`src/rtl/jam_cost_table.sv`:
```
// jam_cost_table: 8x8 cost matrix for the assignment solver.
// The matrix is loaded row-major over a valid/ready stream. Reads are a pure
// combinational mux. While loading, the block also accumulates the sum of the
// per-row minima, which the solver uses as a lower bound on total cost.
module jam_cost_table #(
    parameter int NW = 8,
    parameter int CW = 7,
    parameter int SW = 10
) (
    input  logic                   CLK,
    input  logic                   RST_N,
    input  logic                   LD_START,
    input  logic                   LD_VALID,
    input  logic [CW-1:0]          LD_DATA,
    output logic                   LD_READY,
    input  logic [$clog2(NW)-1:0]  W,
    input  logic [$clog2(NW)-1:0]  J,
    output logic [CW-1:0]          Cost,
    output logic                   TblReady,
    output logic [SW-1:0]          RowMinSum
);

    localparam int IW = $clog2(NW);
    localparam logic [2*IW-1:0] LAST_IDX = '1;
    localparam logic [IW-1:0]   LAST_COL = '1;

    typedef enum logic [1:0] {
        IDLE = 2'd0,
        LOAD = 2'd1,
        DONE = 2'd2
    } state_t;

    state_t                        state, state_nxt;
    logic [2*IW-1:0]               idx;
    logic [NW-1:0][NW-1:0][CW-1:0] tbl;
    logic [CW-1:0]                 row_min;
    logic [CW-1:0]                 cur_min;
    logic                          xfer;

    // A restart pulse wins over a same-cycle entry, so that entry is dropped.
    assign xfer    = (state == LOAD) && LD_VALID && !LD_START;
    assign cur_min = (LD_DATA < row_min) ? LD_DATA : row_min;

    // State register.
    always_ff @(posedge CLK or negedge RST_N) begin
        if (!RST_N) state <= IDLE;
        else        state <= state_nxt;
    end

    // Next state: any LD_START (re)enters LOAD; the 64th transfer finishes.
    always_comb begin
        state_nxt = state;
        case (state)
            IDLE:    if (LD_START) state_nxt = LOAD;
            LOAD:    if (LD_START) state_nxt = LOAD;
                     else if (xfer && idx == LAST_IDX) state_nxt = DONE;
            DONE:    if (LD_START) state_nxt = LOAD;
            default: state_nxt = IDLE;
        endcase
    end

    // Moore outputs, decoded from state only so there are no ready bubbles.
    always_comb begin
        LD_READY = 1'b0;
        TblReady = 1'b0;
        case (state)
            LOAD:    LD_READY = 1'b1;
            DONE:    TblReady = 1'b1;
            default: ;
        endcase
    end

    // Load index and running row-minimum / lower-bound accumulation.
    always_ff @(posedge CLK or negedge RST_N) begin
        if (!RST_N) begin
            idx       <= '0;
            row_min   <= '1;
            RowMinSum <= '0;
        end else if (LD_START) begin
            idx       <= '0;
            row_min   <= '1;
            RowMinSum <= '0;
        end else if (xfer) begin
            idx <= idx + 1'b1;
            if (idx[IW-1:0] == LAST_COL) begin
                RowMinSum <= RowMinSum + {{(SW-CW){1'b0}}, cur_min};
                row_min   <= '1;
            end else begin
                row_min   <= cur_min;
            end
        end
    end

    // Matrix storage; entries not yet rewritten keep their old value.
    always_ff @(posedge CLK or negedge RST_N) begin
        if (!RST_N)    tbl <= '0;
        else if (xfer) tbl[idx[2*IW-1:IW]][idx[IW-1:0]] <= LD_DATA;
    end

    // Zero-latency lookup; the solver samples this on the same posedge.
    assign Cost = tbl[W][J];

endmodule

```
`config.mk`:
```
export PLATFORM = sky130hd
export DESIGN_NAME = jam_cost_table
export DESIGN_NICKNAME = d
export VERILOG_FILES = /design/src/rtl/jam_cost_table.sv
export SDC_FILE = /design/constraint.sdc
export NUM_CORES = 1
export LEC_CHECK = 0
export ABC_AREA = 1
export CAP_MARGIN = 20
export CORE_UTILIZATION = 45
export DETAILED_ROUTE_END_ITERATION = 10
export GPL_ROUTABILITY_DRIVEN = 0
export PLACE_DENSITY = 0.73
export RECOVER_POWER = 50
export SKIP_LAST_GASP = 1
export SLEW_MARGIN = 20
export SYNTH_ARGS = -nofsm -noshare
export SYNTH_HDL_FRONTEND = slang
export SYNTH_SLANG_ARGS = --single-unit
```
`constraint.sdc`:
```
create_clock -name CLK -period 7.2 [get_ports CLK]
set_clock_uncertainty 0.1 [all_clocks]
set_input_delay 1.08 -clock CLK [delete_from_list [all_inputs] [get_ports CLK]]
set_output_delay 1.08 -clock CLK [all_outputs]
set_load 0.05 [all_outputs]
```
After elaboration in Yosys (flattened, before gate mapping)

Index checks and enable logic that the tools add are counted.

$add $sub $neg: 2
$lt $le $gt $ge: 7
Eq/ne operators: 6
Muxes and demuxes: 24
Reductions and logical operators: 12

Operator list:

| operator                                                           | number |
|---|---|
| bitwise mux 448 bit                                                | 1 |
| binary-select mux 56 bit (select 3 bit)                            | 1 |
| demux 56 bit (select 3 bit)                                        | 1 |
| 2-to-1 mux 56 bit                                                  | 2 |
| 2-to-1 mux 7 bit                                                   | 6 |
| 2-to-1 mux 10 bit                                                  | 3 |
| binary-select mux 7 bit (select 3 bit)                             | 1 |
| demux 7 bit (select 3 bit)                                         | 1 |
| less-than comparator 3 x 4 -> 1 bit (second input constant)        | 4 |
| 2-to-1 mux 6 bit                                                   | 2 |
| adder 10 x 7 -> 10 bit                                             | 1 |
| less-than comparator 7 bit                                         | 1 |
| adder 6 x 1 -> 6 bit (second input constant)                       | 1 |
| == test 6 bit (second input constant)                              | 1 |
| greater-or-equal comparator 3 x 1 -> 1 bit (second input constant) | 2 |
| 2-to-1 mux 2 bit                                                   | 3 |
| logical AND 1 bit                                                  | 5 |
| one-hot mux 2 bit (2 select lines)                                 | 1 |
| AND reduction 2 bit                                                | 2 |
| nonzero test 2 bit                                                 | 2 |
| == test 3 bit (second input constant)                              | 1 |
| inequality test 3 x 2 -> 1 bit (second input constant)             | 1 |
| == test 2 x 1 -> 1 bit (second input constant)                     | 1 |
| == test 2 bit (second input constant)                              | 1 |
| 5 further kinds                                                    | 6 |

Register bits: 473
Logic and storage cells: 119

Logic depth before layout (Yosys ltp)

Word-level depth: 7
Gate-level depth with buffers: 17
Depth with buffers taken out: 16

Least setup slack after synthesis

No wires, ideal clock.

Kind: input -> output
From: input port W[0]
To: output port Cost[4]
Arrival: 2653 ps
Slack: 3367 ps
Cell stages on the path: 12
Buffers on the path: 3
Path through: buf_2 inv_2 clkbuf_1 clkbuf_1 nand2_1 nand3_1 nand3_1 nand2_1 nand2_1 nand3_1 nand3_1 nand2_1

Cells in the longest elaborated chain, start to end: 4

Ends and longest elaborated chain:

| element                                 | line | text |
|---|---|---|
| start, declared                         | 16   | `input logic [$clog2(NW)-1:0] W,` |
| binary-select mux 56 bit (select 3 bit) | 101  | `assign Cost = tbl[W][J];` |
| 2-to-1 mux 56 bit (not written as such) | 101  |  |
| binary-select mux 7 bit (select 3 bit)  | 101  |  |
| 2-to-1 mux 7 bit (not written as such)  | 101  |  |
| end, declared                           | 18   | `output logic [CW-1:0] Cost,` |

Every way passes these cells. The select of a mux whose other input is x is not followed.

Worst setup path after layout

From: input port W[0]
To: output port Cost[6]

The elaborated chain is that of the path after synthesis.

==> results.toml <==
[run_status]
outcome = "complete, but fails checks"
violations = "max-capacitance violations, max-slew violations"

[grt]
antenna_found_initial = 1
grtUsageMet1_pct = 34.4
grt_most_used_layer = "met2"
grt_pass1_wl_um = 102000
use_met2_pct = 40.5
track_usage_pct = 25.6
grt_pass1_vias = 18766
grt_util_met3_pct = 4.53
grt_max_degree = 161
overflow = 0

[drt]
wire_per_inst_um = 18.5
ant_nets = 0
first_iter_violations = 2276
drc = 0
via_count = 19569
drt_first_pass_iters = 6
wirelength_um = 63300
vias_per_cell = 5.71

[power_and_ir_drop]
combPwrFrac_pct = 8.1
p_int_mw = 4.44
switchingPower_mw = 1.50
seqPwrFrac_pct = 46.2
swShare_pct = 25.2
total_power_mw = 5.93
p_per_area_nw_per_um2 = 242
clkPwrFrac_pct = 45.7
p_leak_nw = 10.9
peakVddDrop_mv = 0.162

[sta]
fin_tns_setup_ns = 0
worstMarginPinSlew_ns = 4.44
finalCritPeriodShare_pct = 76.5
timing.hold.ws_ns = 0.380
fin_crit_ns = 5.51
slew_violations = 326
setup_viol = 0
slew_headroom_pct = -196
rsz0062_at_grt = "false"
fmax_ghz = 0.182
hold_viol_final = 0

[yosys]
syn_nets = 2863
synth_seq_cells = 473
yosysUniqueCellTypes = 39
synth_commonest_cells = "nand2_1 (1102), dfrtp_1 (466), o21ai_0 (450)"
ys_seq_area_share_pct = 53.1
syn_inst = 2830
yosysTopAreaCellShare_pct = 52.3
synthTopCellsByArea = "dfrtp_1 (52%), nand2_1 (19%), o21ai_0 (10%), nand3_1 (9.8%), clkbuf_1 (2.5%)"
yosysMostFrequentCell = "nand2_1"
synth_area_um2 = 22300
synthFlopType = "dfrtp_1"
synth.largest_area_cell = "dfrtp_1"
yosysWarnings = 0
avgSynthCellArea_um2 = 7.89
synth-edff-count = 0
async_reset_ff_share_pct = 100

[min_path]
hp-class = "reg2reg"

[clock_tree]
htree_levels = 2
cts_made_buffers = 52
cts_tree = "built"
cts_resized = 0
clkSinkCount = 473
cts_buffer_depth = 3
clk_pin_slew_ns = 0.06
clk_root_buffer_cell = "clkbuf_16"
cts_hold_buf = 0
clkLatencyLatePin_ns = 0.60
post_cts_buffers = 0

[place]
port_buffers = 35
hpwl_um = 37200
placed_area_um2 = 22800

[worst_setup_path]
cp.required_ns = 6.02
worstSetupEndpointType = "primary output"
path_max_fanout = 94
start_kind = "input port"
cp.arrival_ns = 4.33
critPathKind = "in2out"
ff2ff_setup_slack_ns = 3.52

[run]
cap_violations = 4

[die]
die_y_um = 225
start_util_pct = 45.6
io_pins = 36
die_area_um2 = 50500
core-area_um2 = 49000
die_x_um = 225
rows = 81

[final_layout]
nFillCells = 4583
area_growth_pct = 9.68
fin_area_um2 = 24500
drive_gt1_share_pct = 5.03
final_nets = 2760
==> cell usage in the layout, fill, tap and decap left out, types with 3 or more instances in the layout <==
cell             instances
o21ai_0                450
ha_1                    15
inv_2                    8
nor3_2                   6
clkbuf_8                10
nand3_1                439
clkdlybuf4s50_1         29
clkinv_2                 9
buf_4                   20
nor3_4                   3
inv_1                   35
buf_6                    3
dfstp_2                  7
and2_1                   7
clkbuf_16               52
nand2_1               1102
bufinv_16                5
o21ai_1                 10
nor2_1                  25
dfrtp_1                466
nor3_1                   3
a21oi_1                 10
clkbuf_1                13
==> path summary, 6_finish.rpt <==
check                              start        to  depth (start not counted)
worst max-delay path                W[0]   Cost[6]                         12
worst min-delay path            state[0]  state[1]                          1
worst max register to register  state[0]   tbl[47]                          6
worst min register to register  state[0]  state[1]                          1
max in group asynchronous          RST_N   tbl[40]                          2
min in group asynchronous          RST_N  tbl[278]                          1
==> power by group through the flow <==
stage	logic (mW)	registers, mW	clock network [mW]
floorplan	0.286	2.78	0
detailed placement	0.478	2.78	0
finish	0.482	2.74	2.71
global placement	0.469	2.78	0
CTS	0.481	2.74	2.75
global route	0.529	2.74	2.86
==> routing by layer <==
metal | share of wire [%] | wire [um]
met1 | 42 | 26400
met2 | 46 | 29100
met3 | 8.5 | 5370
met4 | 3.9 | 2450
met5 | 0.016 | 10
==> state kept, by name, indices dropped and copies added (netlist names) <==
register and cells:
tbl 448, RowMinSum 10, row_min 7, idx 6
state 2
==> critical path, stage by stage <==
cell and delay (ns):
buf_6 0.21, inv_6 0.55, buf_4 0.60, nand2_1 0.11
nand3_1 0.10, nand3_1 0.15, nand2_1 0.12, nand2_1 0.06
nand3_1 0.18, nand3_1 0.12, nand2_1 0.11, clkdlybuf4s50_1 0.81
==> area by class of cell <==
type	instances	area [um2]	area share, %
inverter	48	188	0.767
clock inverter	19	251	1.03
timing repair buffer	59	522	2.13
antenna	1	2.50	0.0102
sequential	473	11800	48.4
multi-input combinational	2093	9360	38.2
tap	664	831	3.39
clock buffer	73	1480	6.05
==> stage by stage <==
step | std cells | utilization, % | setup slack, ns
after floorplan | 2830 | - | 3.37
after global placement | 3337 | 46.5 | 1.80
after detailed placement | 3337 | 46.5 | 1.78
after CTS | 3429 | 50.1 | 1.75
after global routing | 3429 | 50.0 | 0.902
final | 3430 | 50.0 | 1.69
==> logic make-up (layout without fill, tap and decap cells) <==
kind of cell,Yosys count,after routing,synth area share [%]
AOI/OAI and AO/OA,483,483,11.0
adders and majority gates,16,16,0.931
and+or+nand+nor,1591,1591,29.9
buffers and inverters,264,199,4.96
xor gates and xnor gates,3,3,0.118
other,0,1,0
DFF,473,473,53.1
No activity file was read; power rests on OpenSTA's default activity.
